## src/rtl/mux_sweep_sequencer.sv

```systemverilog
// Drives the async select/chip-select mux through sel 0..3 and folds each
// sampled result into a rotate-XOR signature.
module mux_sweep_sequencer #(
  parameter int WIDTH = 8,
  parameter int DWELL = 1
) (
  input  logic             clk,
  input  logic             reset,
  input  logic             load_valid,
  output logic             load_ready,
  input  logic [WIDTH-1:0] load_alpha,
  input  logic [WIDTH-1:0] load_beta,
  input  logic [WIDTH-1:0] load_gamma,
  input  logic             start,
  output logic             busy,
  output logic             done,
  output logic [1:0]       sel,
  output logic             cs,
  output logic [WIDTH-1:0] alpha,
  output logic [WIDTH-1:0] beta,
  output logic [WIDTH-1:0] gamma,
  input  logic [WIDTH-1:0] mux_out,
  output logic             sample_valid,
  output logic [WIDTH-1:0] signature
);

  // state  | meaning
  // IDLE   | operands loadable, waiting for start
  // SWEEP  | cs=1, stepping sel 0..3, DWELL cycles per step
  // FINISH | one-cycle done pulse, then back to IDLE
  typedef enum logic [1:0] {IDLE, SWEEP, FINISH} state_t;

  localparam logic [7:0] DWELL_LAST = 8'(DWELL - 1);
  // With a one-cycle dwell every SWEEP cycle is a sample cycle.
  localparam logic SV_FIRST = (DWELL == 1);

  state_t           state_q, state_d;
  logic [7:0]       dwell_q, dwell_d;
  logic [1:0]       sel_d;
  logic             cs_d, done_d, sv_d;
  logic [WIDTH-1:0] alpha_d, beta_d, gamma_d, sig_d;

  assign load_ready = (state_q == IDLE);
  assign busy       = (state_q != IDLE);

  always_comb begin
    state_d = state_q;
    dwell_d = dwell_q;
    sel_d   = sel;
    cs_d    = cs;
    done_d  = 1'b0;
    sv_d    = 1'b0;
    alpha_d = alpha;
    beta_d  = beta;
    gamma_d = gamma;
    sig_d   = signature;
    case (state_q)
      IDLE: begin
        cs_d  = 1'b0;
        sel_d = 2'd0;
        if (load_valid) begin
          alpha_d = load_alpha;
          beta_d  = load_beta;
          gamma_d = load_gamma;
        end
        if (start) begin
          sig_d   = '0;
          dwell_d = 8'd0;
          cs_d    = 1'b1;
          sv_d    = SV_FIRST;
          state_d = SWEEP;
        end
      end
      SWEEP: begin
        // sample_valid is registered one cycle ahead, so it marks the sample edge.
        if (sample_valid) begin
          sig_d   = {signature[WIDTH-2:0], signature[WIDTH-1]} ^ mux_out;
          dwell_d = 8'd0;
          if (sel == 2'd3) begin
            state_d = FINISH;
            cs_d    = 1'b0;
            sel_d   = 2'd0;
            done_d  = 1'b1;
          end else begin
            sel_d = sel + 2'd1;
            sv_d  = SV_FIRST;
          end
        end else begin
          dwell_d = dwell_q + 8'd1;
          sv_d    = ((dwell_q + 8'd1) == DWELL_LAST);
        end
      end
      FINISH: begin
        state_d = IDLE;
        cs_d    = 1'b0;
        sel_d   = 2'd0;
      end
      default: state_d = IDLE;
    endcase
  end

  always_ff @(posedge clk or posedge reset) begin
    if (reset) begin
      state_q      <= IDLE;
      dwell_q      <= 8'd0;
      sel          <= 2'd0;
      cs           <= 1'b0;
      done         <= 1'b0;
      sample_valid <= 1'b0;
      alpha        <= '0;
      beta         <= '0;
      gamma        <= '0;
      signature    <= '0;
    end else begin
      state_q      <= state_d;
      dwell_q      <= dwell_d;
      sel          <= sel_d;
      cs           <= cs_d;
      done         <= done_d;
      sample_valid <= sv_d;
      alpha        <= alpha_d;
      beta         <= beta_d;
      gamma        <= gamma_d;
      signature    <= sig_d;
    end
  end

endmodule

```

## config.mk

```make
export PLATFORM = sky130hd
export DESIGN_NAME = mux_sweep_sequencer
export DESIGN_NICKNAME = d
export VERILOG_FILES = /design/src/rtl/mux_sweep_sequencer.sv
export SDC_FILE = /design/constraint.sdc
export NUM_CORES = 1
export LEC_CHECK = 0
export ABC_AREA = 1
export BUFFER_PORTS_ARGS = -buffer_cell sky130_fd_sc_hd__buf_4
export CAP_MARGIN = 20
export CORE_ASPECT_RATIO = 0.5
export CORE_UTILIZATION = 42
export DETAILED_ROUTE_END_ITERATION = 16
export PLACE_DENSITY = 0.66
export REMOVE_ABC_BUFFERS = 1
export SETUP_SLACK_MARGIN = 0.15
export SLEW_MARGIN = 20
export SYNTH_ARGS = -nofsm -noshare
export SYNTH_HDL_FRONTEND = slang
export SYNTH_SLANG_ARGS = --single-unit
```

## constraint.sdc

```tcl
create_clock -name clk -period 4 [get_ports clk]
set_clock_uncertainty 0.05 [all_clocks]
set_input_delay 0.4 -clock clk [delete_from_list [all_inputs] [get_ports clk]]
set_output_delay 0.4 -clock clk [all_outputs]
set_load 0.1 [all_outputs]
```

==> results list, run 1 <==
- Dividing the detail-routed wire length by the instance count gives 12.1 µm.
- R2r worst-path depth: 8
- Placed insts: 341
* TritonCTS Sinks: between 40 and 50
* Overflow left after global routing: 0
- Timing would allow up to 498 MHz.
* Antenna violations before repair: 0
* Path length in cells of the critical path: 8
* Clock Latency Late Sink: 0.29 ns
- Result of the run: finished clean
* Post-Synthesis Cells: 206
- Number of vias per cell: between 4 and 5
* Die Outline Area: about 5400 µm²
- Nets: about 320
* Total of max-cap violations: 0
- Most frequently used flop master after synthesis: sky130_fd_sc_hd__dfrtp_1
* Mapped cell area: around 2100 µm²
- The number of global-route vias before repair was 1565.
* Commonest cells in the synthesized netlist: 47 x sky130_fd_sc_hd__dfrtp_1, 40 x sky130_fd_sc_hd__nand2_1, 24 x sky130_fd_sc_hd__mux2_2, 17 x sky130_fd_sc_hd__inv_1, 15 x sky130_fd_sc_hd__o21ai_0
* Sequential element share of the synthesized area: between 50 and 60%
- Data arrives at the worst endpoint at 2.17 ns.
- For the final routed database, the setup TNS stands at 0 ns.
- Post-CTS repair changed the size of 0 cells.
- Worst slack after detailed placement: 2.03 ns
- The final count of hold timing violations is 0.
- Post-Synthesis Mean Instance Area: 10.4 µm²
- Family with the most delay on the worst path: simple AND/OR/NAND/NOR gates
- Initial cell density of the core: 46.1%
* Largest net degree at the start of global routing: 48
* Setup repair after global routing missed its margin: false
- Hold repair after CTS inserted 0 buffers.
* Final critical-path setup slack: 1.99 ns
- Global-route usage over all layers: between 10% and 20%
- The tree is rooted in a sky130_fd_sc_hd__clkbuf_8.
- The clock period could shrink to ~2 ns.
* Total length of routed wires: about 4200 µm
- The post-route netlist has 40.6% of its cells at a drive strength greater than 1.
- Fraction of registers with async set or reset after synthesis: between 90% and 100%
- Number of enable-type register cells in the synthesized netlist: 0
- The total area inside the core boundary comes to 4640 µm².
- Top Ports: 75
- Maximum fanout along the worst path: 13
- Crit path largest cell delay: 0.50 ns
* Post-synthesis to final-layout area growth: 32.0%
* Relative slew slack: about 48%
- Cts bufs inserted: 5
- At the worst endpoint, the required time is around 4.2 ns.
* Count of pins over their slew limit: 0
- Kind of end point of the critical path: flop
- DRT antenna net count: 0
- Setup slack of the most critical reg-to-reg path: about 2 ns
- After synthesis, the largest area contributor takes up 55.0% of total cell area.
* 1st-iter DRT viols: 47
* Drc violations: 0
- Length of the first detailed-routing pass in iterations: 5
- Setup violators final: 0
- Dominant cells by area after synthesis: sky130_fd_sc_hd__dfrtp_1 55%, sky130_fd_sc_hd__mux2_2 13%, sky130_fd_sc_hd__nand2_1 7.0%
- Detailed Place HPWL: 3130 µm
- Library cell contributing the largest single delay on the critical path: sky130_fd_sc_hd__nor2_1
- Summing over every cut layer, the via total after detailed routing is 1699.
- TritonCTS built the clock tree.
* Kind of critical path: flop to flop
- Finished Layout Cells: 349
- In this run the tool buffered the top-level ports with 74 buffer cells.
- The number of different library cells used by synthesis comes to 23.
- Worst slack on hold paths: 0.178 ns
* Chip width: 103 µm
- The longest clock path from root to sink contains 2 buffers.
- The repair_antennas step left the layout with diodes totalling 0.
* Worst path buffer plus inverter count: 3
* Clock slew seen by the registers of the worst setup and hold paths: 0.09 ns
- Counting flops and latches in the post-synthesis netlist gives 47.
* Setup bufs post-CTS: 0
- Measured along the y axis, the die boundary spans 52.5 µm.
- Most instantiated library cell after synthesis: sky130_fd_sc_hd__dfrtp_1
- The first global-routing pass estimated 7000 µm of wire.
* Count of H-tree levels built during CTS: 2
- Final worst-path cycle share: roughly half
- Of all cell types, the one taking the most synthesized area is sky130_fd_sc_hd__dfrtp_1.
- For this run, the number of Yosys warnings is 0.
- STA classifies the critical path startpoint as a flop.
- In this run the core area contains 17 standard-cell rows.
- Slew at the pin with the worst max-slew slack: 0.785 ns
- Routability cong.: 0.841
- Ordered list of cells on the worst path: inv_1 -> ha_1 -> inv_2 -> nor2_1 -> nand2_1 -> inv_1 -> nand2_1 -> o21ai_0
* Tightest Hold Check Type: input port to async pin
==> final timing paths <==
kind	startpoint	endpoint
max	state_q[1]	dwell_q[7]
min	reset	beta[3]
max reg2reg	state_q[1]	dwell_q[7]
min reg2reg	beta[0]	beta[0]
max in group asynchronous	reset	state_q[1]
min in group clk	load_alpha[4]	alpha[4]
==> layout make-up <==
type,count,area [µm²]
repair buffers,74,556
multi-input cells,134,850
inverters,20,76.3
clock buffers,6,72.6
well taps,66,82.6
clock inverters,2,12.5
fillers,415,1810
flip-flops and latches,47,1180
==> cell families after synthesis <==
kind of cell             count (synthesis)  synth area share [%]
AO/OA/AOI/OAI                           40                  11.1
XOR/XNOR                                 2                 0.819
adder cells (fa/ha/maj)                  6                  3.51
buffers and inverters                   25                  5.32
flip-flops                              47                  55.0
multiplexers                            24                  12.6
AND/OR/NAND/NOR                         62                  11.6
==> layer usage <==
layer / track usage [%] / vias to the layer above / share of wire (%)
li1: - / 834 / -
met1: 22.2 / 795 / 48
met2: 28.7 / 68 / 45
met3: 5.47 / 2 / 7.2
met4: 2.82 / 0 / 0.33
met5: 0 / - / 0
==> flip-flops by register name, summed over array words and instances, names as in the netlist, 2 cells and up <==
register,count
beta,8
alpha,8
sel,2
dwell_q,8
signature,8
state_q,2
gamma,8
==> stage by stage <==
stage	util, %	area (µm²)
floorplan	-	2100
global placement	59.1	2740
detailed placement	59.1	2740
CTS	60.9	2820
global route	60.9	2830
finish	60.9	2830
==> layout by cell type, fill, tap and decap left out <==
master,synthesis,routed
sky130_fd_sc_hd__buf_4,1,74
sky130_fd_sc_hd__dfrtp_1,47,47
sky130_fd_sc_hd__nand2_1,40,40
sky130_fd_sc_hd__mux2_2,24,24
sky130_fd_sc_hd__inv_1,17,16
sky130_fd_sc_hd__o21ai_0,15,15
sky130_fd_sc_hd__nor2_1,13,13
sky130_fd_sc_hd__a21oi_1,11,11
sky130_fd_sc_hd__o211ai_1,8,8
sky130_fd_sc_hd__ha_1,6,6
sky130_fd_sc_hd__nand3_1,5,5
sky130_fd_sc_hd__clkbuf_8,0,5
sky130_fd_sc_hd__inv_2,3,3
sky130_fd_sc_hd__nor2_2,3,3
sky130_fd_sc_hd__xor2_1,2,2
sky130_fd_sc_hd__clkinv_2,0,2
sky130_fd_sc_hd__o22ai_1,2,2
sky130_fd_sc_hd__nand2_2,1,1
sky130_fd_sc_hd__o21ai_2,1,1
sky130_fd_sc_hd__o31ai_1,1,1
sky130_fd_sc_hd__a22o_1,1,1
sky130_fd_sc_hd__a22o_2,1,1
sky130_fd_sc_hd__clkinvlp_4,0,1
sky130_fd_sc_hd__clkbuf_1,1,1
Power of run 1 is left out: the tool's default activity adds up to more than one toggle a clock period on the data nets, which glitch-free logic cannot reach.
==> run 2: changes to the inputs <==
Settings changed: ABC_AREA 1 to 0, PLACE_DENSITY 0.66 to 0.68.
Clock period 4 ns to 1.7 ns, I/O delays scaled along.
==> run 2 against run 1 <==
Against the previous run: global-route usage is 1.0 points higher; core utilization is 6.5 points higher; register-to-register slack worse by 1.9 ns; synthesized cell count is 7.3% lower; setup slack worse by 1.9 ns; die area is 3.8% higher; critical endpoint is now sample_valid; via count is 11% higher.
==> results list, run 2 <==
- After detailed routing, the number of vias per cell comes to 5.22.
* Family with the most delay on the worst path: compound AO/OA/AOI/OAI gates
* Mapped cell area: roughly 2200 µm²
- Yosys warning total: 0
- Tightest Hold Check Type: input port to flop
* Peak clock frequency supported by timing: 630 MHz
- Of the post-synthesis cell area, the dominant cell type holds 52.9%.
- Global-route usage over all layers: 18.2%
- Slew at the pin with the worst max-slew slack: 0.384 ns
* Leading area contributor after synthesis: sky130_fd_sc_hd__dfrtp_1
- Summed over all layers, the global routing overflow is 0.
- For the worst setup path, the data arrival time is around 1.8 ns.
- The first detailed-routing pass took 4 iterations.
- Library cell contributing the largest single delay on the critical path: sky130_fd_sc_hd__dfrtp_1
- The worst setup path is of the flop to flop kind.
- Max-cap violations in this run came to 0.
- Most used cells in the layout excluding fill and tap cells: 89 x sky130_fd_sc_hd__buf_4, 45 x sky130_fd_sc_hd__dfrtp_1, 24 x sky130_fd_sc_hd__mux2_2
* Result of the run: finished clean
* Commonest non-fill, non-tap cell in the layout: sky130_fd_sc_hd__buf_4
* Most frequently used flop master after synthesis: sky130_fd_sc_hd__dfrtp_1
- Vertical extent of the die: 53.5 µm
* Count of input and output buffers: 74
- Counting both buffers and inverters, the worst setup path holds a total of 2.
* Fraction of registers with async set or reset after synthesis: 100%
- Commonest cells in the synthesized netlist: 47 x sky130_fd_sc_hd__dfrtp_1, 24 x sky130_fd_sc_hd__mux2_2, 19 x sky130_fd_sc_hd__nand2_1, 11 x sky130_fd_sc_hd__o21ai_0, 10 x sky130_fd_sc_hd__o31ai_1
- Cts bufs inserted: 5
* TritonCTS Sinks: 47
- Entering global routing, the biggest net connects 48 pins.
- Row cnt: 18
- The core region is 5000 µm².
- Clock tree from TritonCTS: built
- Nets: 331
- Detailed routing inserted a total of 1879 vias.
- DRT antenna net count: 0
* Via count of the first global-routing pass: 1699
- Diode insertion count for antenna repair: 0
- Yosys mapped a number of flops with a built-in enable equal to 0.
* 1st-iter DRT viols: 63
- Counting I/O delays and the setup requirement, the final critical path takes 1.59 ns.
- Clk Tree Root Cell: sky130_fd_sc_hd__clkbuf_8
* Top Ports: 75
* Routability cong.: 0.802
- The die covers 5610 µm².
- Longest Clk Path Bufs: 2
- Chip width: 105 µm
- Of all nets on the critical path, the largest fanout is 5.
- Setup violations remaining at the end of the flow were counted as 0.
- Relative slew slack: 74.2%
* Initial cell density of the core: between 40% and 50%
- In the final layout, the share of cells above drive strength 1 is 57.9%.
- Count of H-tree levels built during CTS: 2
- Post-Synthesis Mean Instance Area: 11.6 µm²
* Clock slew seen by the registers of the worst setup and hold paths: about 0.090 ns
* Setup repair after global routing missed its margin: true
* Post-synthesis sequential element count: 47
- Count of pins over their slew limit: 0
- Synth unique cells: 37
- Crit path largest cell delay: 0.40 ns
* Worst setup SP type: flop
- The routed design has 5490 µm of wire.
- In the finished design, the share of the clock period the worst path needs comes to 93.3%.
* Most instantiated library cell after synthesis: sky130_fd_sc_hd__dfrtp_1
- Yosys attributes the largest share of cell area to sky130_fd_sc_hd__dfrtp_1 53%, sky130_fd_sc_hd__mux2_2 12%, sky130_fd_sc_hd__xnor2_1 3.5%.
- STA classifies the critical path endpoint as a flop.
* Detailed Place HPWL: between 3000 and 4000 µm
- The share of the Yosys chip area taken by registers is a little over half.
* Final number of hold-violating endpoints: 0
- From synthesis to final layout, the design area changed by 51.5%.
* Drc violations: 0
- Post-Synthesis Cells: 191
- At the worst endpoint, the required time is 1.87 ns.
* Wire length of the first global-routing pass: between 7000 and 8000 µm
- The number of antenna violations at the first check in global routing is 0.
* Post-Route Setup TNS: 0 ns
- After detailed routing, the average wire length per cell comes to 15.3 µm.
- The clock reaches the later pin of the worst-skew pair after roughly 0.30 ns.
* Ordered list of cells on the worst path: inv_2 -> ha_4 -> buf_6 -> nand2_4 -> o21a_1 -> and4_1 -> a211oi_2
## run 2: cell types whose count changed after synthesis, sizes merged, moves of 6 or more
cell    before  now
o211ai       8    1
o31ai        1   12
nor2        16    1
nand2       41   19
inv         20    8
xnor2        0    9
a21oi       11    5
## run 2: metrics by stage
step                      std cells  cell area (µm²)  hold slack (ns)  setup WS, ns  util (%)
after global placement          337             2920            0.195       -0.0600      58.4
final                           360             3370           0.0420         0.114      67.4
after floorplan                 181             2160            0.271         -1.25         -
after CTS                       351             3150           0.0318         0.139      63.1
after detailed placement        337             2920            0.195        -0.139      58.4
after global routing            360             3370           0.0346        0.0440      67.4
## run 2: timing repair
item,CTS,global route
gates resized for setup,28,39
endpoints found under the setup margin,45,46
gates cloned,0,1
hold buffers,1,0
hold endpoints to repair,47,0
setup buffers,5,8
pin swaps,2,9
## run 2: worst reg2reg max path, delay by kind of cell (launching register included)
kind            cells  cell delay [ns]
simple gates        2             0.21
compound gates      2             0.43
flops               1             0.40
fa+ha+maj           1             0.17
buf+inv             2             0.24
## run 2: kinds of logic (layout without fill, tap and decap cells)
kind of cell	Yosys count	after routing	share of synthesized area [%]
adders and majority gates	6	6	3.38
DFF	47	47	52.9
muxes	25	25	12.8
buffers and inverters	18	116	4.22
xor gates and xnor gates	10	10	3.94
and+or+nand+nor	42	43	9.57
AOI/OAI and AO/OA	43	43	13.2
## run 2: final cells by class
type	instances	area [µm²]
Clock inverter	2	16.3
Timing Repair Buffer	100	826
Clock buffer	6	82.6
Inverter	8	30.0
Multi-Input combinational cell	127	1150
Fill cell	372	1630
Tap cell	70	87.6
Sequential cell	47	1180
## run 2: path summary, 6_finish.rpt
| check | startpoint | endpoint | slack (ns) | cells after the start |
|---|---|---|---|---|
| max | state_q[1] | sample_valid | 0.11 | 7 |
| min | load_beta[1] | beta[1] | 0.04 | 2 |
| max reg2reg | state_q[1] | sample_valid | 0.11 | 7 |
| min reg2reg | beta[2] | beta[2] | 0.47 | 1 |
| max in group asynchronous | reset | dwell_q[2] | 0.94 | 4 |
| min in group asynchronous | reset | alpha[6] | 0.42 | 4 |
## run 2: per-layer routing
metal / up-vias / wire (µm) / global-route usage [%]
met4: 0 / 97 / 5.16
met5: - / 0 / 0
li1: 880 / - / -
met3: 13 / 199 / 4.43
met2: 49 / 2880 / 34.8
met1: 937 / 2310 / 20.8
Power of run 2 is left out for the same reason.
